### config.mk
export PLATFORM = sky130hd
export DESIGN_NAME = dma_rd_burst_sched
export DESIGN_NICKNAME = d
export VERILOG_FILES = /design/src/rtl/dma_rd_burst_sched.sv
export SDC_FILE = /design/constraint.sdc
export NUM_CORES = 1
export LEC_CHECK = 0
export ABC_AREA = 0
export CORE_MARGIN = 1
export CORE_UTILIZATION = 40
export DETAILED_ROUTE_END_ITERATION = 12
export SLEW_MARGIN = 20
export SYNTH_ARGS = -nofsm -noshare
export SYNTH_HDL_FRONTEND = slang
export SYNTH_SLANG_ARGS = --single-unit
### constraint.sdc
create_clock -name clk -period 10.4 [get_ports clk]
set_input_delay 1.56 -clock clk [delete_from_list [all_inputs] [get_ports clk]]
set_output_delay 1.56 -clock clk [all_outputs]
set_load 0.02 [all_outputs]
### src/rtl/dma_rd_burst_sched.sv
// Read-side DMA burst scheduler: splits one descriptor into AXI AR bursts
// that respect MAX_BURST, 4KB boundaries and downstream FIFO room.
module dma_rd_burst_sched #(
    parameter int ADDR_W     = 32,
    parameter int DATA_W     = 64,
    parameter int LEN_W      = 24,
    parameter int MAX_BURST  = 16,
    parameter int FIFO_DEPTH = 64,
    parameter int MAX_OUTST  = 4,
    localparam int CNT_W     = $clog2(FIFO_DEPTH) + 1
) (
    input  logic              clk,
    input  logic              rst,
    input  logic              cfg_valid,
    output logic              cfg_ready,
    input  logic [ADDR_W-1:0] cfg_addr,
    input  logic [LEN_W-1:0]  cfg_len,
    input  logic              abort,
    input  logic [CNT_W-1:0]  fifo_free_cnt,
    output logic              ar_valid,
    input  logic              ar_ready,
    output logic [ADDR_W-1:0] ar_addr,
    output logic [7:0]        ar_len,
    input  logic              r_beat,
    input  logic              r_last,
    output logic              busy,
    output logic              done,
    output logic              aborted,
    output logic              err
);

    localparam int BPB   = DATA_W / 8;
    localparam int OFS   = $clog2(BPB);
    localparam int OUT_W = $clog2(MAX_OUTST + 1);

    typedef enum logic [2:0] {IDLE, CALC, ISSUE, DRAIN, DONE} state_t;

    state_t            state;
    logic [ADDR_W-1:0] addr;
    logic [LEN_W-1:0]  rem;
    logic [8:0]        burst;
    logic [CNT_W-1:0]  rsv;
    logic [OUT_W-1:0]  outst;
    logic              abort_pend;

    logic [12:0] room;
    logic [8:0]  burst_c;
    logic [9:0]  need;
    logic        fits;
    logic        hs;
    logic        dec_r;
    logic        dec_o;

    // Beats left before the next 4KB page, capped by MAX_BURST and rem.
    always_comb begin
        room    = (13'd4096 - {1'b0, addr[11:0]}) >> OFS;
        burst_c = 9'(MAX_BURST);
        if (rem < LEN_W'(burst_c)) burst_c = rem[8:0];
        if (room < 13'(burst_c)) burst_c = room[8:0];
        need = 10'(rsv) + 10'(burst_c);
        fits = (10'(fifo_free_cnt) >= need) && (outst < OUT_W'(MAX_OUTST));
    end

    assign hs    = ar_valid & ar_ready;
    assign dec_r = r_beat & (rsv != '0);
    assign dec_o = r_beat & r_last & (outst != '0);

    always_ff @(posedge clk) begin
        if (rst) begin
            state      <= IDLE;
            cfg_ready  <= 1'b1;
            ar_valid   <= 1'b0;
            ar_addr    <= '0;
            ar_len     <= '0;
            busy       <= 1'b0;
            done       <= 1'b0;
            aborted    <= 1'b0;
            err        <= 1'b0;
            addr       <= '0;
            rem        <= '0;
            burst      <= '0;
            rsv        <= '0;
            outst      <= '0;
            abort_pend <= 1'b0;
        end else begin
            rsv   <= rsv + (hs ? CNT_W'(burst) : '0) - CNT_W'(dec_r);
            outst <= outst + OUT_W'(hs) - OUT_W'(dec_o);
            if (r_beat && rsv == '0) err <= 1'b1;
            done    <= 1'b0;
            aborted <= 1'b0;
            unique case (state)
                IDLE: begin
                    if (cfg_valid) begin
                        cfg_ready  <= 1'b0;
                        busy       <= 1'b1;
                        addr       <= cfg_addr;
                        rem        <= cfg_len >> OFS;
                        err        <= r_beat && rsv == '0;
                        abort_pend <= 1'b0;
                        if ((cfg_len >> OFS) == '0) begin
                            state <= DONE;
                            done  <= 1'b1;
                        end else begin
                            state <= CALC;
                        end
                    end
                end
                CALC: begin
                    if (abort) begin
                        abort_pend <= 1'b1;
                        state      <= DRAIN;
                    end else if (fits) begin
                        burst    <= burst_c;
                        ar_valid <= 1'b1;
                        ar_addr  <= addr;
                        ar_len   <= 8'(burst_c - 9'd1);
                        state    <= ISSUE;
                    end
                end
                ISSUE: begin
                    if (abort) abort_pend <= 1'b1;
                    if (ar_ready) begin
                        ar_valid <= 1'b0;
                        addr     <= addr + (ADDR_W'(burst) << OFS);
                        rem      <= rem - LEN_W'(burst);
                        if (rem != LEN_W'(burst) && !abort && !abort_pend)
                            state <= CALC;
                        else
                            state <= DRAIN;
                    end
                end
                DRAIN: begin
                    if (rsv == '0 && outst == '0) begin
                        state   <= DONE;
                        done    <= 1'b1;
                        aborted <= abort_pend;
                    end
                end
                DONE: begin
                    state      <= IDLE;
                    busy       <= 1'b0;
                    cfg_ready  <= 1'b1;
                    abort_pend <= 1'b0;
                end
                default: state <= IDLE;
            endcase
        end
    end

endmodule

==> Yosys cells after proc, flatten, opt, wreduce, memory -nomap -nowiden <==
Cells that the tools add are included.
W data, S select, Z words.
{ "classes": {"n_addsub": 9, "multipliers": 0, "div_mod_pow": 0, "n_lt_le_gt_ge": 4, "eq_ne": 12, "shift": 0, "n_mux": 34, "bitwise": 7, "reduce_logical": 25} }
{ "op_table": {"columns": ["cell", "count"], "rows": [
  ["$mux W32", 2],
  ["$pmux W32 S2", 1],
  ["$mux W24", 2],
  ["$pmux W24 S2", 1],
  ["$add A32 B12 Y32", 1],
  ["$logic_not A24 Y1", 1],
  ["$lt A24 B5 Y1 const B", 1],
  ["$ne A24 B9 Y1", 1],
  ["$sub A24 B9 Y24", 1],
  ["$mux W3", 6],
  ["$mux W9", 2],
  ["$sub A13 B12 Y13 const A", 1],
  ["$mux W1", 12],
  ["$pmux W3 S4", 1],
  ["$add A7 B9 Y10", 1],
  ["$ge A7 B10 Y1", 1],
  ["$lt A10 B9 Y1", 1],
  ["$ne A2 B2 Y1 const B", 5],
  ["$reduce_and A3 Y1", 3],
  ["$pmux W1 S2", 4],
  ["$reduce_and A4 Y1", 2],
  ["$sub A8 B1 Y8 const B", 1],
  ["$add A7 B7 Y7", 1],
  ["$logic_not A7 Y1", 1],
  ["23 further kinds", 38]
]} }
{ "word_totals": {"ff_bits": 125, "latchBits": 0, "mem_bits_rw": 0, "rom_bits": 0, "in_bits": 70, "out_inout_bits": 46, "wordCells": 106, "n_memories": 0} }

==> Depth between registers and ports, before layout <==
{ "logic_depth": {"ltp_word": 10, "ltp_mapped": 31, "depth_no_buf": 28} }

==> Worst setup path after synthesis <==
Ideal clock, no wire load.
{ "synth_path": {"kind": "reg2reg", "startpoint": "register rem[14]", "endpoint": "register ar_addr[26]", "setup_ns": 0.070, "arrival_time_ns": 5.316, "required_time_ns": 10.330, "path_slack_ns": 5.014, "path_stages_with_launch": 29, "path_buffers": 4, "period_less_slack_ns": 5.386, "path_cell_list": "dfxtp_1 nor4_2 nand3_1 nor2_1 nand2_1 ha_1 nand4_1 nor3_1 o31ai_1 and3_1 buf_6 clkbuf_1 nand2_1 o21ai_0 fa_1 a21o_1 a21oi_1 o21bai_1 a21oi_1 xor2_1 ha_1 nand2_1 o21ai_0 o211ai_2 nor4_4 buf_4 buf_6 nand2_1 a21oi_1"} }
{ "synth_via": {"elab_chain_len": 8} }
{ "synth_lines": {"columns": ["element", "line", "text"], "rows": [
  ["start: declaration", "40", "logic [LEN_W-1:0] rem;"],
  ["start signal: assignment", "97", "rem <= cfg_len >> OFS;"],
  ["start signal: assignment", "125", "rem <= rem - LEN_W'(burst);"],
  ["$lt A24 B5 Y1 *", "58", "if (rem < LEN_W'(burst_c)) burst_c = rem[8:0];"],
  ["$mux W9 *", "58", null],
  ["$lt A10 B9 Y1", "59", "if (room < 13'(burst_c)) burst_c = room[8:0];"],
  ["$mux W9 *", "59", null],
  ["via burst_c[1]", "47", "logic [8:0] burst_c;"],
  ["$add A7 B9 Y10 *", "60", "need = 10'(rsv) + 10'(burst_c);"],
  ["$ge A7 B10 Y1 *", "61", "fits = (10'(fifo_free_cnt) >= need) && (outst < OUT_W'(MAX_OUTST));"],
  ["$logic_and A1 B1 Y1 *", "61", null],
  ["$reduce_and A3 Y1 (no line) *", null, null],
  ["end signal: assignment", "115", "ar_addr <= addr;"],
  ["end: declaration", "22", "output logic [ADDR_W-1:0] ar_addr,"]
]} }
The timed path passes the listed nets; every way through them passes the cells marked *.
A chain may end at the register's enable or synchronous reset.

==> Worst setup path in the final report <==
{ "layout_path": {"startpoint": "register rem[14]", "endpoint": "register ar_len[7]"} }
{ "layout_via": {"elab_chain_len": 8, "word_cells_on_any_way": 9, "classes_between": "add/sub: 2; order compare: 3; mux: 2; reduce/logical: 2"} }
{ "layout_lines": {"columns": ["element", "line", "text"], "rows": [
  ["$lt A24 B5 Y1 *", "58", null],
  ["$mux W9 *", "58", null],
  ["$lt A10 B9 Y1", "59", null],
  ["$mux W9 *", "59", null],
  ["via burst_c[1]", "47", null],
  ["$add A7 B9 Y10", "60", null],
  ["$ge A7 B10 Y1", "61", null],
  ["$logic_and A1 B1 Y1", "61", null],
  ["$reduce_and A3 Y1 (no line)", null, null],
  ["end signal: assignment", "116", "ar_len <= 8'(burst_c - 9'd1);"],
  ["end: declaration", "23", "output logic [7:0] ar_len,"]
]} }
Marks and branches as above.

==> results.txt <==
* Area of the core: about 0.019 mm2
- The number of hold violations in the final report was 0.
* Number of buffer and inverter instances along the worst setup path: 1
* Post-Synth XOR/XNOR Area: 3.64%
* Stage delay of the slowest cell on the critical path: 610 ps
- Critical-path cell with the highest stage delay: sky130_fd_sc_hd__nor2_1
* Synthesis Warnings: 0
* Met2 routed WL: around 10 mm
* Final cycle utilization of the critical path: 68.3%
- Deepest level of the CTS H-tree: 4
* P per Cell Area: 252 mW/mm2
* Worst clock skew: a little under 9 ps
* Fraction of post-synthesis cell area in the top cell type by area: between 30% and 40%
- The largest total area in the synthesized netlist belongs to sky130_fd_sc_hd__dfxtp_1.
- The worst setup path is captured at a flip-flop.
- Count of maximum capacitance violations: 0
* Synthesized area: roughly 0.0077 mm2
- Worst Hold Launch: ar_len[2]
- After synthesis the netlist holds a flip-flop and latch count of ~130.
* Post-route total power: 0.00241 W
* Minimum clock period after layout: about 7100 ps
- Once detail routing completed, the nets flagged for antenna violations numbered 0.
- Area Growth Syn to Fin: 23.8%
- Along the worst path, the maximum fanout reaches ~50.
- Multiplexer cells account for less than 1% of the synthesized area.
* CP arrival: ~7500 ps
- DRC violation count after routing: 0
- The congestion estimate from routability-driven global placement came to 0.887.
- Reg-to-reg startpoint: rem[14]
- Unrepaired setup endpoints after global routing: false
- Yosys attributes the largest share of cell area to sky130_fd_sc_hd__dfxtp_1, sky130_fd_sc_hd__ha_1, sky130_fd_sc_hd__nand2_1, sky130_fd_sc_hd__a21oi_1, sky130_fd_sc_hd__nor2_1.
- The routed layout has approximately 7,400 vias.
- The initial utilization of the core area, before any placement, comes to around two fifths.
- After global routing the overflow that remains totals 0.
- Once the clock tree was built, the setup fixing pass inserted 0 buffers.
- The longest clock path from root to sink contains 2 buffers.
- In this run the top signal layer used is met4.
- The initial antenna violation count is 0.
* Fraction of the mapped netlist area in compound gates: between 20% and 30%
- The die covers 0.0198 mm2.
- At the end of the flow, the number of nets in the layout was 1,230.
* Buffers on Ports: around 110
- After clock tree synthesis, the clock-pin slew on the worst setup and hold paths is 60 ps.
- Top-Level Pins: 116
- Adder and majority gate portion of the synthesized area: 10.2%
- Final Hold Slack: about 450 ps
- Share of synthesized flip-flops with an asynchronous set or reset: 0%
- Fill cells in the final layout number between 1,500 and 2,000.
* Final WL: 22.1 mm
* Largest net degree at the start of global routing: 91
- The first global-routing pass estimated approximately 36 mm of wire.
* Kind of critical path: reg2reg
- Total routing resource utilization after global routing: between 20% and 30%
- Post-route setup TNS: 0 ps
- Diode insertion count for antenna repair: 0
* Total clock buffers created by CTS: 17
- Via-per-instance ratio: between 5 and 6
- Post-Syn Instances: around 1,000
- Critical path cell sequence: nor4_2, nand3_1, nor2_1, nand2_1, ha_1, nor2b_1, o21ai_0, o31ai_1, and3_1, o21ai_0, fa_1, a21o_1, a21oi_1, o21bai_1, a21oi_1, xor2_1, ha_1, nand2_1, o21ai_0, o211ai_2, nor4_4, buf_4, o2111ai_1, a21oi_1
* Total of cells resized after clock tree synthesis: 0
- The root buffer cell chosen for the clock tree is sky130_fd_sc_hd__clkbuf_16.
- CTS tree: yes
* Average wire per cell in the routed design: 16.4 um
- Fmax: roughly 0.14 GHz
* Slew @ Worst Pin: between 900 and 1000 ps
- Via count of the first global-routing pass: 7,042
- Leakage: about 3.6 nW
- The first routing iteration left 512 violations.
* Sequential element share of the synthesized area: between 30% and 40%
- IR analysis of the VDD net gives a maximum drop of 0.134 mV.
* Max-slew violation count: 0
* CP top delay family: simple AND/OR/NAND/NOR gates
- Hold-fix buffers, CTS: 0
* Count of standard-cell rows: 50
- Total of endpoints with negative setup slack in the final report: 0
- The worst hold path belongs to the class reg2reg.
* Critical Path Source Type: flip-flop
- Die Span X: roughly 140 um
- The synthesized netlist devotes between 20% and 30% of its cell area to simple gates.
- The detailed router put a total of 10.6 mm of wire on met1.
* Skew-Pair Late Insertion Delay: around 430 ps
- The first detailed-routing pass ran for 4 iterations.
- In the final layout, the share of cells above drive strength 1 is between 4 and 5%.
- Commonest register cell after synthesis: sky130_fd_sc_hd__dfxtp_1
- Required time reported for the critical path endpoint: about 11,000 ps
* Count of flip-flops with a built-in enable after synthesis: 0
* Total number of clock tree sinks: roughly 130
- After synthesis, the largest family of logic cells by area is simple AND/OR/NAND/NOR gates.
- Worst relative slew slack: 34.1%
- Detailed placement finished with a half-perimeter wire length of 15.5 mm.
- The synthesized netlist contains 68 unique library cells.
* Sum of met3 wire segment lengths after detailed routing: about 980 um
- Status: completed
* Setup crit start: rem[14]
* Die Y: approximately 140 um
- Synthesized area divided by synthesized cell count: approximately 7.6 um2
[worst reg2reg max path: cells and delay by family, from the launching register on]
kind	cells	cell delay (ps)
fa+ha+maj	3	1070
flops	1	360
buf+inv	1	500
xor+xnor	1	90
compound gates	11	2490
simple gates	8	2510
[path summary, 6_finish.rpt]
kind	endpoint	slack, ps	cells past startpoint
worst max-delay path	ar_len[7]	3300	24
worst min-delay path	ar_len[2]	450	2
worst max register to register	ar_len[7]	3300	24
worst min register to register	ar_len[2]	450	2
[registers in the layout, summed over array words and instances, names as in the netlist]
signal	flops
abort_pend	1
aborted	1
addr	32
ar_addr	32
ar_len	8
ar_valid	1
burst	9
busy	1
cfg_ready	1
done	1
err	1
outst	3
rem	24
rsv	7
state	3
[cell usage after synthesis (5+ instances only)]
cell type and count:
sky130_fd_sc_hd__nand2_1 158, sky130_fd_sc_hd__and3_1 6, sky130_fd_sc_hd__a2111oi_0 5, sky130_fd_sc_hd__buf_1 6
sky130_fd_sc_hd__a22oi_1 5, sky130_fd_sc_hd__nand4_1 16, sky130_fd_sc_hd__ha_1 55, sky130_fd_sc_hd__xnor2_1 19
sky130_fd_sc_hd__nor2_1 101, sky130_fd_sc_hd__a21o_1 13, sky130_fd_sc_hd__fa_1 5, sky130_fd_sc_hd__clkbuf_1 38
sky130_fd_sc_hd__buf_2 6, sky130_fd_sc_hd__or3_1 6, sky130_fd_sc_hd__a311oi_1 7, sky130_fd_sc_hd__o21a_1 6
sky130_fd_sc_hd__nor2b_1 15, sky130_fd_sc_hd__a31oi_1 7, sky130_fd_sc_hd__nor3_1 30, sky130_fd_sc_hd__nand2b_1 9
sky130_fd_sc_hd__dfxtp_1 125, sky130_fd_sc_hd__a21oi_1 99, sky130_fd_sc_hd__inv_1 45, sky130_fd_sc_hd__o21ai_0 48
sky130_fd_sc_hd__nand3_1 36, sky130_fd_sc_hd__nor4_1 11, sky130_fd_sc_hd__and2_1 9, sky130_fd_sc_hd__o31ai_1 6
sky130_fd_sc_hd__xor2_1 13, sky130_fd_sc_hd__a211oi_1 42
[stage by stage]
stage	std cells	worst slack (ps)	utilization [%]	instance area, um2
final	1347	3300	50.9	9550
after detailed placement	1315	3380	47.7	8960
after CTS	1347	3360	50.9	9550
after global placement	1315	3440	47.7	8960
after floorplan	1017	5010	-	7720
after global routing	1347	2780	50.9	9550
[placed cells by master (no fill, tap or decap), types with 4 or more instances in the layout]
cell	instances
sky130_fd_sc_hd__nand4_1	16
sky130_fd_sc_hd__o21a_1	6
sky130_fd_sc_hd__a21oi_1	99
sky130_fd_sc_hd__a31oi_1	7
sky130_fd_sc_hd__xnor2_1	19
sky130_fd_sc_hd__nor4_1	11
sky130_fd_sc_hd__nor2_1	99
sky130_fd_sc_hd__xor2_1	13
sky130_fd_sc_hd__clkbuf_16	17
sky130_fd_sc_hd__nand2_1	156
sky130_fd_sc_hd__or3_1	6
sky130_fd_sc_hd__a311oi_1	7
sky130_fd_sc_hd__clkdlybuf4s50_1	111
sky130_fd_sc_hd__and2_1	9
sky130_fd_sc_hd__buf_4	8
sky130_fd_sc_hd__clkinv_4	5
sky130_fd_sc_hd__nor3_1	30
sky130_fd_sc_hd__a41o_1	4
sky130_fd_sc_hd__nand2b_1	9
sky130_fd_sc_hd__conb_1	4
sky130_fd_sc_hd__nand3_1	36
sky130_fd_sc_hd__dfxtp_1	125
sky130_fd_sc_hd__o31a_1	4
sky130_fd_sc_hd__o21ai_0	48
sky130_fd_sc_hd__ha_1	55
sky130_fd_sc_hd__a2111oi_0	5
sky130_fd_sc_hd__o31ai_1	6
sky130_fd_sc_hd__a211oi_1	42
sky130_fd_sc_hd__and3_1	6
sky130_fd_sc_hd__a22oi_1	5
sky130_fd_sc_hd__fa_1	5
sky130_fd_sc_hd__nor2b_1	15
sky130_fd_sc_hd__a21o_1	13
sky130_fd_sc_hd__inv_1	45
[report_power, final]
group / leakage, nW / internal (W) / switching, W
Clock: 0.283 / 0.000360 / 0.000234
Sequential: 1.02 / 0.000562 / 0.000101
Combinational: 2.25 / 0.000469 / 0.000680
[area by class of cell]
cell class	count	area (um2)	area share (%)
clock inverters	13	143	1.49
multi-input cells	792	4820	50.5
flip-flops and latches	125	2500	26.2
well taps	234	293	3.07
repair buffers	119	1170	12.3
clock buffers	19	443	4.64
inverters	45	169	1.77
[metal layers]
layer / up-vias / GRT usage [%]
met1: 3437 / 31.1
li1: 3783 / -
met2: 181 / 37.6
met3: 32 / 4.48
met5: - / 0
met4: 0 / 6.75
[cell families after synthesis]
kind of cell	Yosys count
AND/OR/NAND/NOR	419
XOR/XNOR	32
adder cells (fa/ha/maj)	60
flip-flops	125
multiplexers	1
AO/OA/AOI/OAI	276
buffers and inverters	100
other	1
(Power assumes the default switching activity.)
==> edit 1 (same flow settings) <==
The 5 states of `state_t` get a one-hot encoding in 5 bits.
--- a/src/rtl/dma_rd_burst_sched.sv
+++ b/src/rtl/dma_rd_burst_sched.sv
@@ -35,3 +35,3 @@
 
-    typedef enum logic [2:0] {IDLE, CALC, ISSUE, DRAIN, DONE} state_t;
+    typedef enum logic [4:0] {IDLE = 5'b00001, CALC = 5'b00010, ISSUE = 5'b00100, DRAIN = 5'b01000, DONE = 5'b10000} state_t;
 
Function: no difference found for any inputs over 4 cycles, from zero or initial values and one cycle with rst high; so few cycles prove little.
==> edit 1 against the unedited design <==
Hold slack worse by 0.0020 ns. Total power up 29%. Combinational power up 49%. Synthesized area up 1.4%. Maximum frequency down 3.0%. Wire length up 2.0%. Sequential cell count up 2. Critical path depth unchanged. Final area up 2.0%. Worst setup slack worse by 0.22 ns. Largest power group unchanged. Highest routed layer unchanged.
==> edit 1: results (changes against the unedited design) <==
gp weighted congestion 0.893 (+0.68%); CP max FO 41 (-16%); cells taking the most area after synthesis sky130_fd_sc_hd__dfxtp_1 33%, sky130_fd_sc_hd__ha_1 8.8%, sky130_fd_sc_hd__nor2_1 5.9%; endpoint with the worst hold slack cfg_ready$_SDFFE_PP1P_; cell count after synthesis 977 (-3.6%); share of final-layout standard cells stronger than drive strength 1 0.0510 (+0.00156); number of iterations in the first detailed-routing pass 5 (+1); H-tree levels 4 (unchanged); clock tree root buffer cell sky130_fd_sc_hd__clkbuf_16; switching power of the nets 1420 uW (+40%); sequential element share of the synthesized area 0.325 (+0.000654); Post-CTS Setup Repair Bufs 0 (unchanged); first element of the critical path rem[15]$_SDFFE_PP0P_; min-delay worst type flip-flop to flip-flop; net switching share of the total power 0.458 (+0.0361); largest net degree at the start of global routing 79 (-13%); initial antenna violation count 0 (unchanged); reg-to-reg setup timing slack 3.08 ns (-0.22 ns); number of vias after detailed routing 7363 (-0.94%); slowest CP cell sky130_fd_sc_hd__buf_4; GRT Util Overall 0.231 (-0.000620); most common flop cell mapped by yosys sky130_fd_sc_hd__dfxtp_1; number of distinct library cell variants in the gate-level netlist after synthesis 72 (+5.9%); source of the worst register-to-register timing path rem[15]$_SDFFE_PP0P_; result of the run complete, no violations; CTS clk-pin slew, worst paths 0.06 ns (about the same); Antenna Diode Count 0 (unchanged); worst hold path depth 2 (unchanged); Synth warnings 0 (unchanged); FF-to-FF End ar_addr[24]$_SDFFE_PP0P_; maximum vdd drop 0.129 mV (-3.5%); comb pwr 1710 uW (+49%); 1st-iter DRT viols 420 (-18%); maximum number of buffers from clock root to sink 2 (unchanged); Port-buffer cells 112 (unchanged); worst relative slew slack 0.179 (-0.162); instance count after placement with tap cells included 1307 (-0.61%); Min Hold Slack 0.448 ns (-0.00199 ns); final setup skew 0.0111 ns (+0.00228 ns); vias in the first global route 6789 (-3.6%); Clock Latency Late Sink 0.43 ns (about the same); HPWL after DPL 16200 um (+4.2%); TritonCTS Buffers 17 (unchanged); WL final 22500 um (+2.0%); most used standard cells in the synthesized netlist 127 x sky130_fd_sc_hd__dfxtp_1, 123 x sky130_fd_sc_hd__nor2_1, 94 x sky130_fd_sc_hd__nand2_1; vias per cell 5.50 (-0.35%); leakage power 0.00406 uW (+14%); global-route wire length before repair 36000 um (-0.17%); Worst Hold Launch cfg_ready$_SDFFE_PP1P_; post-placement cell area 9130 sq um (+1.9%); FF-to-FF path depth 24 (unchanged); data arrival time of the worst path 7.61 ns (+0.16 ns); sequential-cell power consumption 765 uW (+15%); count of nets after finishing 1196 (-2.8%)
## edit 1: cell types whose count changed after synthesis, sizes merged, moves of 15 or more
cell,before,now
a21oi,100,56
a211oi,42,25
nand2,158,94
nand3,36,21
nor2,101,123
mux2i,1,43
## edit 1: worst max-delay path by stage
stage | to | slack, ns | cells past startpoint
finish | ar_addr[24]$_SDFFE_PP0P_ | 3.08 | 24
CTS | ar_addr[24]$_SDFFE_PP0P_ | 3.11 | 24
global route | ar_addr[27]$_SDFFE_PP0P_ | 2.41 | 24
detailed placement | ar_addr[24]$_SDFFE_PP0P_ | 3.14 | 24
global placement | ar_addr[27]$_SDFFE_PP0P_ | 3.14 | 24
floorplan | ar_addr[0]$_SDFFE_PP0P_ | 4.66 | 27
## edit 1: critical path: cells and delay by family, from the launching register on
kind,cells,cell delay [ns]
xor+xnor,1,0.20
compound gates,7,1.71
buf+inv,1,0.61
fa+ha+maj,4,1.17
simple gates,10,2.85
flops,1,0.35
mux,1,0.25
## edit 1: per-layer routing
metal | part of all wire | up-vias | GRT usage
met5 | 0 | - | 0
met1 | 0.49 | 3481 | 0.318
li1 | - | 3688 | -
met3 | 0.050 | 15 | 0.0442
met4 | 0.0085 | 0 | 0.0600
met2 | 0.45 | 179 | 0.369
## edit 1: final cells by class
cell class                 count  area, sq um
fill                        1856         9220
multi-input combinational    750         4890
sequential                   127         2540
timing repair buffer         120         1180
clock buffer                  18          429
tap                          260          325
inverter                      50          188
clock inverter                14          178
## edit 1: cell families after synthesis
logic type	count (synthesis)	share of synthesized area
xor gates and xnor gates	33	0.0379
other	1	0.000480
DFF	127	0.325
buffers and inverters	103	0.0528
muxes	43	0.0551
AOI/OAI and AO/OA	238	0.203
adders and majority gates	60	0.101
and+or+nand+nor	372	0.225
==> edit 2 (same settings) <==
Made on the original files. `DATA_W`: 64 -> 128.
--- a/src/rtl/dma_rd_burst_sched.sv
+++ b/src/rtl/dma_rd_burst_sched.sv
@@ -4,3 +4,3 @@
     parameter int ADDR_W     = 32,
-    parameter int DATA_W     = 64,
+    parameter int DATA_W     = 128,
     parameter int LEN_W      = 24,
Behaviour: not the same (a bounded check fails within 4 cycles, from zero or initial values and one cycle with rst high).
==> edit 2 against the unedited design <==
Total power grew 18%. Via count shrank 0.11%. Sequential cell count is the same. Synthesized area grew 1.3%. Worst setup slack lost 0.60 ns. First-iteration DRC count grew 4.1%. Wire length grew 0.79%. Final area grew 1.3%.
==> edit 2: results (changes against the unedited design) <==
result of the run complete, no violations; Fillers 1916 (+0.63%); min-delay worst type flip-flop to flip-flop; # resized after CTS 0 (unchanged); number of distinct library cell variants in the gate-level netlist after synthesis 75 (+10%); Min Hold Slack 0.448 ns (-0.00267 ns); vias per cell 5.45 (-1.3%); Clock group 577 uW (-3%); share of final-layout standard cells stronger than drive strength 1 0.0607 (+0.0113); Clock Latency Late Sink 0.42 ns; GRT Util Overall 0.227 (-0.00428); TritonCTS Buffers 17 (unchanged); worst relative slew slack 0.332 (-0.00860); clock tree root buffer cell sky130_fd_sc_hd__clkbuf_16; Antenna Diode Count 0 (unchanged); data arrival time of the worst path 8.05 ns (+0.60 ns); slowest CP cell sky130_fd_sc_hd__nor4_1; leading registers by flop count addr: 32 flops, ar_addr: 32 flops, rem: 24 flops; biggest cell delay along the critical path 0.86 ns (+0.25 ns); FF-to-FF End burst[7]$_SDFFE_PP0P_; leakage power 0.00362 uW (+1.8%); per-cell routed wire length 16.3 um (-0.40%); largest net degree at the start of global routing 81 (-11%); number of hold-slack violations in the final timing report 0 (unchanged); Antenna Nets Post-Route 0 (unchanged); endpoint with the worst hold slack ar_addr[11]$_SDFFE_PP0P_; global-route wire length before repair 35700 um (-1.0%); CP max FO 39 (-20%); HPWL after DPL 16000 um (+2.7%); first element of the critical path addr[2]$_SDFFE_PP0P_; net switching share of the total power 0.460 (+0.0377); count of nets after finishing 1220 (-0.81%); H-tree levels 4 (unchanged); FF-to-FF path depth 22 (-8.3%); final setup skew 0.00850 ns (-0.000289 ns); most used standard cells in the synthesized netlist 156 x sky130_fd_sc_hd__nand2_1, 125 x sky130_fd_sc_hd__dfxtp_1, 93 x sky130_fd_sc_hd__nor2_1; sequential element share of the synthesized area 0.321 (-0.00411); worst hold path depth 2 (unchanged); reg-to-reg setup timing slack 2.69 ns (-0.60 ns); maximum number of buffers from clock root to sink 2 (unchanged); 1st-iter DRT viols 533 (+4.1%); Port-buffer cells 111 (-0.89%); vias in the first global route 6712 (-4.7%); most common flop cell mapped by yosys sky130_fd_sc_hd__dfxtp_1; Post-CTS Setup Repair Bufs 0 (unchanged); Critical Path End burst[7]$_SDFFE_PP0P_; comb pwr 1550 uW (+35%); post-synthesis async set-or-reset flop share 0 (unchanged); gp weighted congestion 0.845 (-4.8%); maximum vdd drop 0.130 mV (-3.1%); Worst Hold Launch ar_addr[11]$_SDFFE_PP0P_; number of iterations in the first detailed-routing pass 5 (+1); cells taking the most area after synthesis sky130_fd_sc_hd__dfxtp_1 32%, sky130_fd_sc_hd__ha_1 8.8%, sky130_fd_sc_hd__nand2_1 7.5%
edit 2: cell count changes after synthesis, sizes merged, moves of 6 or more:
| cell | delta |
|---|---|
| nand3 | -13 |
| nand4 | -11 |
| nor2 | -8 |
| buf | -6 |
| or4 | +14 |
| a311oi | +11 |
| a211oi | -16 |
| o21ai | -16 |
| a21oi | -10 |
| o21bai | +10 |
edit 2: stage by stage:
| stage | area, sq um | power, uW | setup slack [ns] | std cells | util |
|---|---|---|---|---|---|
| finish | 9670 | 2830 | 2.69 | 1363 | 0.512 |
| CTS | 9660 | 2840 | 2.73 | 1363 | 0.511 |
| floorplan | 7820 | 1860 | 4.47 | 1005 | - |
| detailed placement | 9090 | 2250 | 2.78 | 1331 | 0.481 |
| global placement | 9090 | 2230 | 2.81 | 1331 | 0.481 |
| global route | 9670 | 3070 | 2.17 | 1363 | 0.512 |
edit 2: final cells by class:
cell class	instances	area, sq um	area share
multi-input combinational	777	4910	0.508
sequential	125	2500	0.259
timing repair buffer	120	1180	0.122
clock buffer	17	425	0.0440
tap	260	325	0.0337
inverter	49	184	0.0190
clock inverter	15	143	0.0148
edit 2: cells by family (layout without fill, tap and decap cells):
| group | Yosys count | after routing | share of synthesized area |
|---|---|---|---|
| AO/OA/AOI/OAI | 264 | 264 | 0.225 |
| XOR/XNOR | 31 | 31 | 0.0348 |
| adder cells (fa/ha/maj) | 60 | 60 | 0.101 |
| buffers and inverters | 103 | 201 | 0.0548 |
| flip-flops | 125 | 125 | 0.321 |
| multiplexers | 6 | 6 | 0.00769 |
| other | 1 | 4 | 0.000480 |
| AND/OR/NAND/NOR | 412 | 412 | 0.255 |
edit 2: routing by layer:
metal,routed length [um],part of all wire,GRT usage
met3,1020,0.046,0.0371
met2,9570,0.43,0.335
met1,11400,0.51,0.337
met5,0,0,0
met4,265,0.012,0.0645
